==> config.mk <==
export PLATFORM = sky130hd
export DESIGN_NAME = ahb_lite_master
export DESIGN_NICKNAME = d
export VERILOG_FILES = /design/src/rtl/ahb_pkg.sv /design/src/rtl/ahb_lite_master.sv
export SDC_FILE = /design/constraint.sdc
export NUM_CORES = 1
export LEC_CHECK = 0
export CAP_MARGIN = 5
export CORE_AREA = 2 2 124 126
export DETAILED_ROUTE_END_ITERATION = 8
export DIE_AREA = 0 0 126 128
export DONT_BUFFER_PORTS = 1
export PLACE_DENSITY = 0.47
export REMOVE_ABC_BUFFERS = 1
export SLEW_MARGIN = 40
export SYNTH_ARGS = -nofsm -noshare
export SYNTH_HDL_FRONTEND = slang
export SYNTH_SLANG_ARGS = --single-unit
==> constraint.sdc <==
create_clock -name hclk -period 1.2 [get_ports hclk]
set_input_delay 0.18 -clock hclk [delete_from_list [all_inputs] [get_ports hclk]]
set_output_delay 0.18 -clock hclk [all_outputs]
set_load 0.1 [all_outputs]
==> src/rtl/ahb_pkg.sv <==
`default_nettype none
// ============================================================================
// Module      : ahb_pkg
// Description : Shared AHB-lite encodings used by the AHB initiator and
//               target blocks: the HTRANS transfer types and the fixed
//               HSIZE/HBURST values for single-word transfers.
// Ports       : none (package)
// Revision    : 1.0 - initial release
// ============================================================================
package ahb_pkg;

  typedef enum logic [1:0] {
    IDLE   = 2'b00,
    BUSY   = 2'b01,
    NONSEQ = 2'b10,
    SEQ    = 2'b11
  } htrans_t;

  localparam logic [2:0] HSIZE_WORD    = 3'b010;
  localparam logic [2:0] HBURST_SINGLE = 3'b000;

endpackage : ahb_pkg
`default_nettype wire

==> src/rtl/ahb_lite_master.sv <==
`default_nettype none
// ============================================================================
// Module      : ahb_lite_master
// Description : Single-transfer AHB-lite initiator. Turns a valid/ready
//               command stream into pipelined NONSEQ transfers, honours
//               hready wait states, and reports each completion (with read
//               data) on a one-cycle response strobe.
// Ports       : hclk/hresetn        - clock, synchronous active-low reset
//               cmd_*               - command stream (valid/ready handshake)
//               rsp_*               - completion strobe, direction, read data
//               busy                - address or data phase outstanding
//               htrans..hwdata      - AHB-lite initiator outputs
//               hready, hrdata      - AHB-lite target responses
// Revision    : 1.0 - initial release
// ============================================================================
module ahb_lite_master
  import ahb_pkg::*;
#(
  parameter int ADDR_W = 8,
  parameter int DATA_W = 32
) (
  input  logic              hclk,
  input  logic              hresetn,
  input  logic              cmd_valid,
  output logic              cmd_ready,
  input  logic              cmd_write,
  input  logic [ADDR_W-1:0] cmd_addr,
  input  logic [DATA_W-1:0] cmd_wdata,
  output logic              rsp_valid,
  output logic              rsp_write,
  output logic [DATA_W-1:0] rsp_rdata,
  output logic              busy,
  output logic [1:0]        htrans,
  output logic [ADDR_W-1:0] haddr,
  output logic              hwrite,
  output logic [2:0]        hsize,
  output logic [2:0]        hburst,
  output logic [DATA_W-1:0] hwdata,
  input  logic              hready,
  input  logic [DATA_W-1:0] hrdata
);

  // Address-phase stage
  logic              ap_valid_q, ap_valid_d;
  logic [ADDR_W-1:0] haddr_q,    haddr_d;
  logic              hwrite_q,   hwrite_d;
  logic [DATA_W-1:0] ap_wdata_q, ap_wdata_d;
  // Data-phase stage
  logic              dp_valid_q, dp_valid_d;
  logic              dp_write_q, dp_write_d;
  logic [DATA_W-1:0] hwdata_q,   hwdata_d;
  // Response registers
  logic              rsp_valid_q, rsp_valid_d;
  logic              rsp_write_q, rsp_write_d;
  logic [DATA_W-1:0] rsp_rdata_q, rsp_rdata_d;

  logic ap_adv;
  logic ap_load;
  logic dp_done;

  // An idle address phase may accept a command even during a wait state;
  // a NONSEQ address phase is only released when the bus is ready.
  assign cmd_ready = hready || !ap_valid_q;
  assign ap_adv    = ap_valid_q && hready;
  assign ap_load   = cmd_valid && cmd_ready;
  assign dp_done   = dp_valid_q && hready;

  always_comb begin
    ap_valid_d  = ap_valid_q;
    haddr_d     = haddr_q;
    hwrite_d    = hwrite_q;
    ap_wdata_d  = ap_wdata_q;
    dp_valid_d  = dp_valid_q;
    dp_write_d  = dp_write_q;
    hwdata_d    = hwdata_q;
    rsp_valid_d = 1'b0;
    rsp_write_d = rsp_write_q;
    rsp_rdata_d = rsp_rdata_q;

    // Data phase: retire the current transfer, refilled by an advancing AP.
    if (dp_done) begin
      dp_valid_d  = 1'b0;
      rsp_valid_d = 1'b1;
      rsp_write_d = dp_write_q;
      rsp_rdata_d = dp_write_q ? '0 : hrdata;
    end
    if (ap_adv) begin
      dp_valid_d = 1'b1;
      dp_write_d = hwrite_q;
      // Reads leave hwdata untouched so the bus does not toggle needlessly.
      if (hwrite_q) begin
        hwdata_d = ap_wdata_q;
      end
    end

    // Address phase: a new command wins over going idle; address and
    // direction are held when the stage empties.
    if (ap_load) begin
      ap_valid_d = 1'b1;
      haddr_d    = cmd_addr;
      hwrite_d   = cmd_write;
      ap_wdata_d = cmd_wdata;
    end else if (ap_adv) begin
      ap_valid_d = 1'b0;
    end
  end

  always_ff @(posedge hclk) begin
    if (!hresetn) begin
      ap_valid_q  <= 1'b0;
      haddr_q     <= '0;
      hwrite_q    <= 1'b0;
      ap_wdata_q  <= '0;
      dp_valid_q  <= 1'b0;
      dp_write_q  <= 1'b0;
      hwdata_q    <= '0;
      rsp_valid_q <= 1'b0;
      rsp_write_q <= 1'b0;
      rsp_rdata_q <= '0;
    end else begin
      ap_valid_q  <= ap_valid_d;
      haddr_q     <= haddr_d;
      hwrite_q    <= hwrite_d;
      ap_wdata_q  <= ap_wdata_d;
      dp_valid_q  <= dp_valid_d;
      dp_write_q  <= dp_write_d;
      hwdata_q    <= hwdata_d;
      rsp_valid_q <= rsp_valid_d;
      rsp_write_q <= rsp_write_d;
      rsp_rdata_q <= rsp_rdata_d;
    end
  end

  assign htrans    = ap_valid_q ? NONSEQ : IDLE;
  assign haddr     = haddr_q;
  assign hwrite    = hwrite_q;
  assign hsize     = HSIZE_WORD;
  assign hburst    = HBURST_SINGLE;
  assign hwdata    = hwdata_q;
  assign rsp_valid = rsp_valid_q;
  assign rsp_write = rsp_write_q;
  assign rsp_rdata = rsp_rdata_q;
  assign busy      = ap_valid_q || dp_valid_q;

endmodule : ahb_lite_master
`default_nettype wire

# Yosys cells after proc, flatten, opt, wreduce, memory -nomap -nowiden
# Cells that the tools add are included.
[word_totals]
regBits = 110
input_bits = 77
out_inout_bits = 85
wordCells = 26
[op_classes]
mux = 7
n_reduce_logical = 9
[op_table]
columns = ["operator", "n"]
rows = [
  ["two-way mux 32 bit", 1],
  ["two-way mux 1 bit", 5],
  ["nonzero test 2 bit", 2],
  ["logical AND 1 bit", 3],
  ["logical OR 1 bit", 2],
  ["two-way mux 2 bit", 1],
  ["AND reduction 2 bit", 1],
  ["zero test 1 bit", 1],
]

# Logic depth before layout (Yosys ltp)
# Gate-level depths: netlist of the first run.
[logic_depth]
depth_word = 4
ltp_mapped = 5
ltp_nobuf = 3

# Worst setup path before layout of the first run
# No wires, ideal clock.
[synth_path]
kind = "register to register"
startpoint = "register hwrite_q (netlist: hwrite)"
endpoint = "register hwdata_q[4] (netlist: hwdata[4])"
setup_time_ps = 125
t_arrival_ps = 1648
required_time_ps = 1075
setup_slack_ps = -573
path_stages_with_launch = 6
n_path_buf = 2
period_less_slack_ps = 1773
path_cell_list = "dfxtp_1 > nand3_1 > buf_2 > buf_2 > nand3_1 > o21ai_0"
[synth_between]
elab_chain_cells = 1
[synth_lines]
columns = ["element", "line", "rtl"]
rows = [
  ["from (decl)", "ahb_lite_master.sv:46", "logic hwrite_q, hwrite_d;"],
  ["from (signal assigned)", "ahb_lite_master.sv:123", "hwrite_q <= hwrite_d;"],
  ["AND reduction 2 bit (no source line)", "--", ""],
  ["to (signal assigned)", "ahb_lite_master.sv:127", "hwdata_q <= hwdata_d;"],
  ["to (decl)", "ahb_lite_master.sv:51", "logic [DATA_W-1:0] hwdata_q, hwdata_d;"],
]
# Every way passes these cells.
# A chain may end at the register's enable or synchronous reset.

# Final worst setup path of the first run
[layout_path]
startpoint = "register ap_valid_q"
endpoint = "output port busy"
[layout_between]
elab_chain_cells = 1
[layout_lines]
columns = ["element", "line", "rtl"]
rows = [
  ["from (decl)", "ahb_lite_master.sv:44", "logic ap_valid_q, ap_valid_d;"],
  ["from (signal assigned)", "ahb_lite_master.sv:121", "ap_valid_q <= ap_valid_d;"],
  ["logical OR 1 bit", "ahb_lite_master.sv:143", "assign busy = ap_valid_q || dp_valid_q;"],
  ["to (decl)", "ahb_lite_master.sv:32", "output logic busy,"],
]
# Every way passes these cells.

==> results.yml, run 1 <==
status:
  failed_checks: "negative hold slack, negative setup slack"
  status: "complete, but fails checks"
routing:
  drc_errors: 0
  firstDrtPassIters: 4
  viasPerCell: 5.02
  vias: 3936
  ant_nets: 0
  drtIter0Drc: 141
  wl_per_cell_um: 16.6
  totalWireLength_mm: 13.0
timing:
  fmax_ghz: 0.753
  tightest_slew_ns: 0.662
  worst_hold_slack_ns: -0.0195
  slew_viol_final: 0
  grt_setup_unrepaired: "true"
  maxSlewHeadroom_pct: 55.9
  clock-skew-final_ns: 0.00601
  report.final.setup_viol: 4
  fin_crit_sh_pct: 111
  fin_ws_ns: -0.127
  hold_viol_final: 4
  layout_min_cycle_time_ns: 1.33
synth:
  synth.avg_cell_area_um2: 9.19
  ys.warnings.count: 0
  synth_edf_count: 0
  synthTopCellsByArea: "dfxtp_1, nand2_1, nand4b_1"
  synth_cells: 471
  yosys_most_used_dff: "dfxtp_1"
  synth_largest_type_area_fraction_pct: 50.9
  yosysTopAreaCell: "dfxtp_1"
  syn_area_um2: 4330
  synth_cell_types: 21
  synth-seq-cells: 110
  yosysSeqAreaShare_pct: 50.9
  ys_async_sr_fraction_pct: 0
clocking:
  cts_buffers: 9
  cts_root_buf: "clkbuf_16"
  htree_levels: 3
  cts_buffer_depth: 2
  cts_tree: "done"
  cts_sinks: 110
  clk_pin_slew_worst_paths_ns: 0.08
  clk_latency_ns: 0.35
floorplan:
  coreArea_um2: 14900
  die_width_um: 126
  ios: 162
  row_count: 45
  dieArea_um2: 16100
  initial_utilization_pct: 29.1
  die_y_um: 128
pwr:
  p_clk_share_pct: 38.0
  p_int_mw: 5.83
  leakagePower_nw: 2.36
  p_switching_mw: 2.24
  irDropWorstVdd_uv: 968
  powerDensity_nw_per_um2: 1260
  pwr-share-seq_pct: 47.3
  combPwrFrac_pct: 14.7
  p_sw_share_pct: 27.7
worst_setup_path:
  crit_path_max_fanout: 5
  crit_path_start_kind: "flop"
  r2r_slack_ns: -0.01
  path_class: "flop to output pin"
  worstPathRequired_ns: 1.02
  crit_arrival_ns: 1.15
  end_kind: "output pin"
global_route:
  grt_pass1_vias: 3702
  grt_pass1_wl_mm: 19.6
  overflow: 0
  grt_usage_pct: 15.1
  antenna_found_initial: 0
  grt_start_max_net_pins: 152
placement:
  gp_congestion: 0.720
  numPortBuffers: 0
  dp_hpwl_mm: 7.01
  place_inst: 693
cells_and_area:
  finalCoreUtilization_pct: 43.2
  area_growth_pct: 48.4
  layout_common_cells: "dfxtp_1, nand2_1, dlygate4sd3_1, buf_6, nand4_1"
  diodes: 0
  layout.cells.most_common: "dfxtp_1"
  fin_nets: 668
  stdcell_count: 784
  drive_above_1_share_pct: 25.0
min_path:
  worst_hold_path_type: "primary input to flop"
run:
  drv_cap: 0
==> worst paths after layout <==
check / from / cells after the start / to
setup / recovery: ap_valid_q$_SDFFE_PN0P_ / 2 / busy
hold / removal: hresetn / 2 / hwdata[27]$_SDFFE_PN0P_
setup reg to reg: ap_valid_q$_SDFFE_PN0P_ / 5 / haddr[7]$_SDFFE_PN0P_
hold reg to reg: ap_wdata_q[30]$_SDFFE_PN0P_ / 2 / hwdata[30]$_SDFFE_PN0P_
==> power by group through the flow <==
| stage | logic (mW) | clock network (mW) | registers [mW] |
|---|---|---|---|
| floorplan | 0.354 | 0 | 4.23 |
| global placement | 0.906 | 0 | 3.89 |
| detailed placement | 0.912 | 0 | 3.90 |
| CTS | 1.11 | 3.23 | 3.81 |
| global route | 1.25 | 3.34 | 3.83 |
| finish | 1.19 | 3.06 | 3.81 |
==> Yosys cell counts (2+ instances only) <==
library cell / instances
dfxtp_1: 110
nand2_1: 76
nand4_1: 41
nand3_1: 34
o21ai_0: 33
nand4b_1: 32
a21boi_0: 31
o21ai_2: 30
buf_2: 26
clkbuf_1: 19
buf_4: 10
o21ai_1: 10
a21boi_1: 5
buf_6: 5
conb_1: 2
nand2b_1: 2
==> cells by family (layout without fill, tap and decap cells) <==
family,count (synthesis),count (layout),synth area share (%)
AO/OA/AOI/OAI,109,109,17.3
buffers and inverters,61,181,7.78
other,2,7,0.174
AND/OR/NAND/NOR,189,189,23.9
flip-flops,110,110,50.9
==> routing by layer <==
layer	vias to the layer above	share of wire (%)	track usage (%)	wire length, um
li1	1907	-	-	-
met1	1877	44	19.0	5760
met2	138	47	24.7	6130
met3	14	7.3	5.30	946
met4	0	1.2	4.33	155
met5	-	0	0	0
==> stage by stage <==
stage	area [um2]	setup slack [ns]	power [mW]	setup TNS (ns)
after floorplan	4010	-2.17	4.58	-159.62
after CTS	6120	-0.133	8.14	-0.335
after detailed placement	5120	0.0599	4.81	0
final	6420	-0.127	8.07	-0.218
after global placement	5120	0.0931	4.80	0
after global routing	6420	-0.156	8.41	-0.941
==> registers in the layout, summed over array words and instances, names as in the netlist <==
register	cells
dp_valid_q	1
hwrite	1
rsp_rdata	32
dp_write_q	1
rsp_write	1
ap_valid_q	1
rsp_valid	1
ap_wdata_q	32
hwdata	32
haddr	8
==> worst max-delay path, cell delays in order, from the launching register on <==
cell	delay (ns)
dfxtp_2	0.36
or2_4	0.26
buf_12	0.17
==> area by class of cell <==
class | count | area, um2
tap | 188 | 235
fill | 1431 | 8440
multi-input combinational | 305 | 1820
clock buffer | 10 | 229
inverter | 1 | 3.75
timing repair buffer | 164 | 1860
sequential | 110 | 2210
clock inverter | 6 | 70.1
==> timing repair <==
action / CTS / global route
endpoints found under the hold margin: 108 / 79
setup buffers: 1 / 3
gates cloned: 2 / 1
endpoints found under the setup margin: 11 / 73
resized for setup: 12 / 38
hold buffers: 59 / 9
Note: power is estimated with default switching activity, not from simulation.
==> run 2: changes to the inputs <==
PLACE_DENSITY = 0.55   (was 0.47)
clock period = 1.6 ns   (was 1.2 ns; I/O delays follow)
==> results.yml, run 2 (synthesis gave the netlist of run 1 again) <==
floorplan:
  die_y_um: 128
  initial_utilization_pct: 29.1
  die_width_um: 126
  dieArea_um2: 16100
  row_count: 45
  ios: 162
  coreArea_um2: 14900
placement:
  pre_cts_ws_ns: 0.351
  dp_hpwl_mm: 6.86
  numPortBuffers: 0
  gp_congestion: 0.765
pwr:
  combPwrFrac_pct: 11.9
  p_clk_share_pct: 37.5
  powerDensity_nw_per_um2: 1080
  p_sw_share_pct: 25.8
  pwr-share-seq_pct: 50.6
  leakagePower_nw: 1.93
  irDropWorstVdd_uv: 463
  p_switching_mw: 1.45
  p_int_mw: 4.17
timing:
  grt_setup_unrepaired: "false"
  fin_ws_ns: 0.132
  fin_crit_sh_pct: 91.7
  worst_hold_slack_ns: 0.0332
  maxSlewHeadroom_pct: 58.6
  fmax_ghz: 0.681
  hold_viol_final: 0
  slew_viol_final: 0
  tightest_slew_ns: 0.620
  layout_min_cycle_time_ns: 1.47
  fin_tns_setup_ns: 0
  clock-skew-final_ns: 0.00461
  report.final.setup_viol: 0
clocking:
  cts_sinks: 110
  clk_latency_ns: 0.34
  clk_pin_slew_worst_paths_ns: 0.07
  cts_tree: "done"
  cts_buffer_depth: 2
  hold_buffers: 0
  cts_buffers: 9
  post_cts_resize_count: 0
  cts_root_buf: "clkbuf_16"
  htree_levels: 3
  cts_setup_buffers: 0
min_path:
  worst_hold_path_type: "primary input to flop"
routing:
  firstDrtPassIters: 4
  viasPerCell: 5.02
  wl_per_cell_um: 15.1
  ant_nets: 0
  vias: 3532
  drc_errors: 0
  totalWireLength_mm: 10.6
  drtIter0Drc: 203
worst_setup_path:
  worstPathRequired_ns: 1.36
  crit_path_max_fanout: 7
  crit_path_start_kind: "flop"
  path_class: "flop to output pin"
  crit_arrival_ns: 1.23
  end_kind: "output pin"
global_route:
  overflow: 0
  antenna_found_initial: 0
  grt_pass1_vias: 3400
  grt_usage_pct: 13.1
  grt_start_max_net_pins: 152
  grt_pass1_wl_mm: 17.1
cells_and_area:
  area_growth_pct: 20.8
  layout_common_cells: "dfxtp_1, buf_4, nand2_1, nand4_1"
  drive_above_1_share_pct: 25.4
  fin_nets: 589
  layout.cells.most_common: "dfxtp_1"
  finalCoreUtilization_pct: 35.2
  diodes: 0
run:
  drv_cap: 0
status:
  status: "finished clean"
-- run 2: changes by cell type in the layout (fill, tap and decap cells not counted), moves of 2 or more --
cell,before,now
clkbuf_1,1,3
dlygate4sd3_1,66,0
buf_4,33,80
buf_6,43,0
buf_12,18,5
dfxtp_1,108,110
bufbuf_16,2,0
clkinvlp_4,2,0
-- run 2: power groups by stage --
stage                     combinational, mW  clock [mW]  sequential (mW)
after global placement                0.662           0             2.91
final                                 0.667        2.11             2.85
after CTS                             0.673        2.22             2.85
after floorplan                       0.266           0             3.17
after global routing                  0.706        2.31             2.86
after detailed placement              0.672           0             2.91
-- run 2: path summary, 6_finish.rpt --
kind | from | depth (start not counted) | endpoint | slack [ns]
setup reg to reg | dp_valid_q$_SDFFE_PN0P_ | 3 | rsp_rdata[27]$_SDFFE_PN0P_ | 0.35
setup / recovery | dp_valid_q$_SDFFE_PN0P_ | 2 | busy | 0.13
hold / removal | cmd_addr[3] | 2 | haddr[3]$_SDFFE_PN0P_ | 0.03
hold reg to reg | rsp_rdata[17]$_SDFFE_PN0P_ | 2 | rsp_rdata[17]$_SDFFE_PN0P_ | 0.45
-- run 2: critical path, cell delays in order, from the launching register on --
cell and delay (ns):
dfxtp_1 0.37, or2_2 0.34, buf_12 0.17
-- run 2: layer usage --
layer / global-route usage [%] / wire (um) / vias up
met5: 0 / 0 / -
met4: 5.62 / 155 / 0
met3: 4.17 / 915 / 11
met2: 21.2 / 4970 / 139
met1: 16.2 / 4600 / 1644
li1: - / - / 1738
-- run 2: stage by stage --
step                instance area [um2]  cells  power [mW]
CTS                                5230    703        5.74
detailed placement                 4960    689        3.59
global placement                   4960    689        3.57
global route                       5230    703        5.87
finish                             5230    703        5.63
floorplan                          4010    416        3.44
-- run 2: area by class of cell --
type	instances	area, um2
clock buffers	12	236
clock inverters	2	35.0
fillers	1519	9640
inverters	1	3.75
multi-input cells	305	1810
flip-flops and latches	110	2200
well taps	188	235
repair buffers	85	701
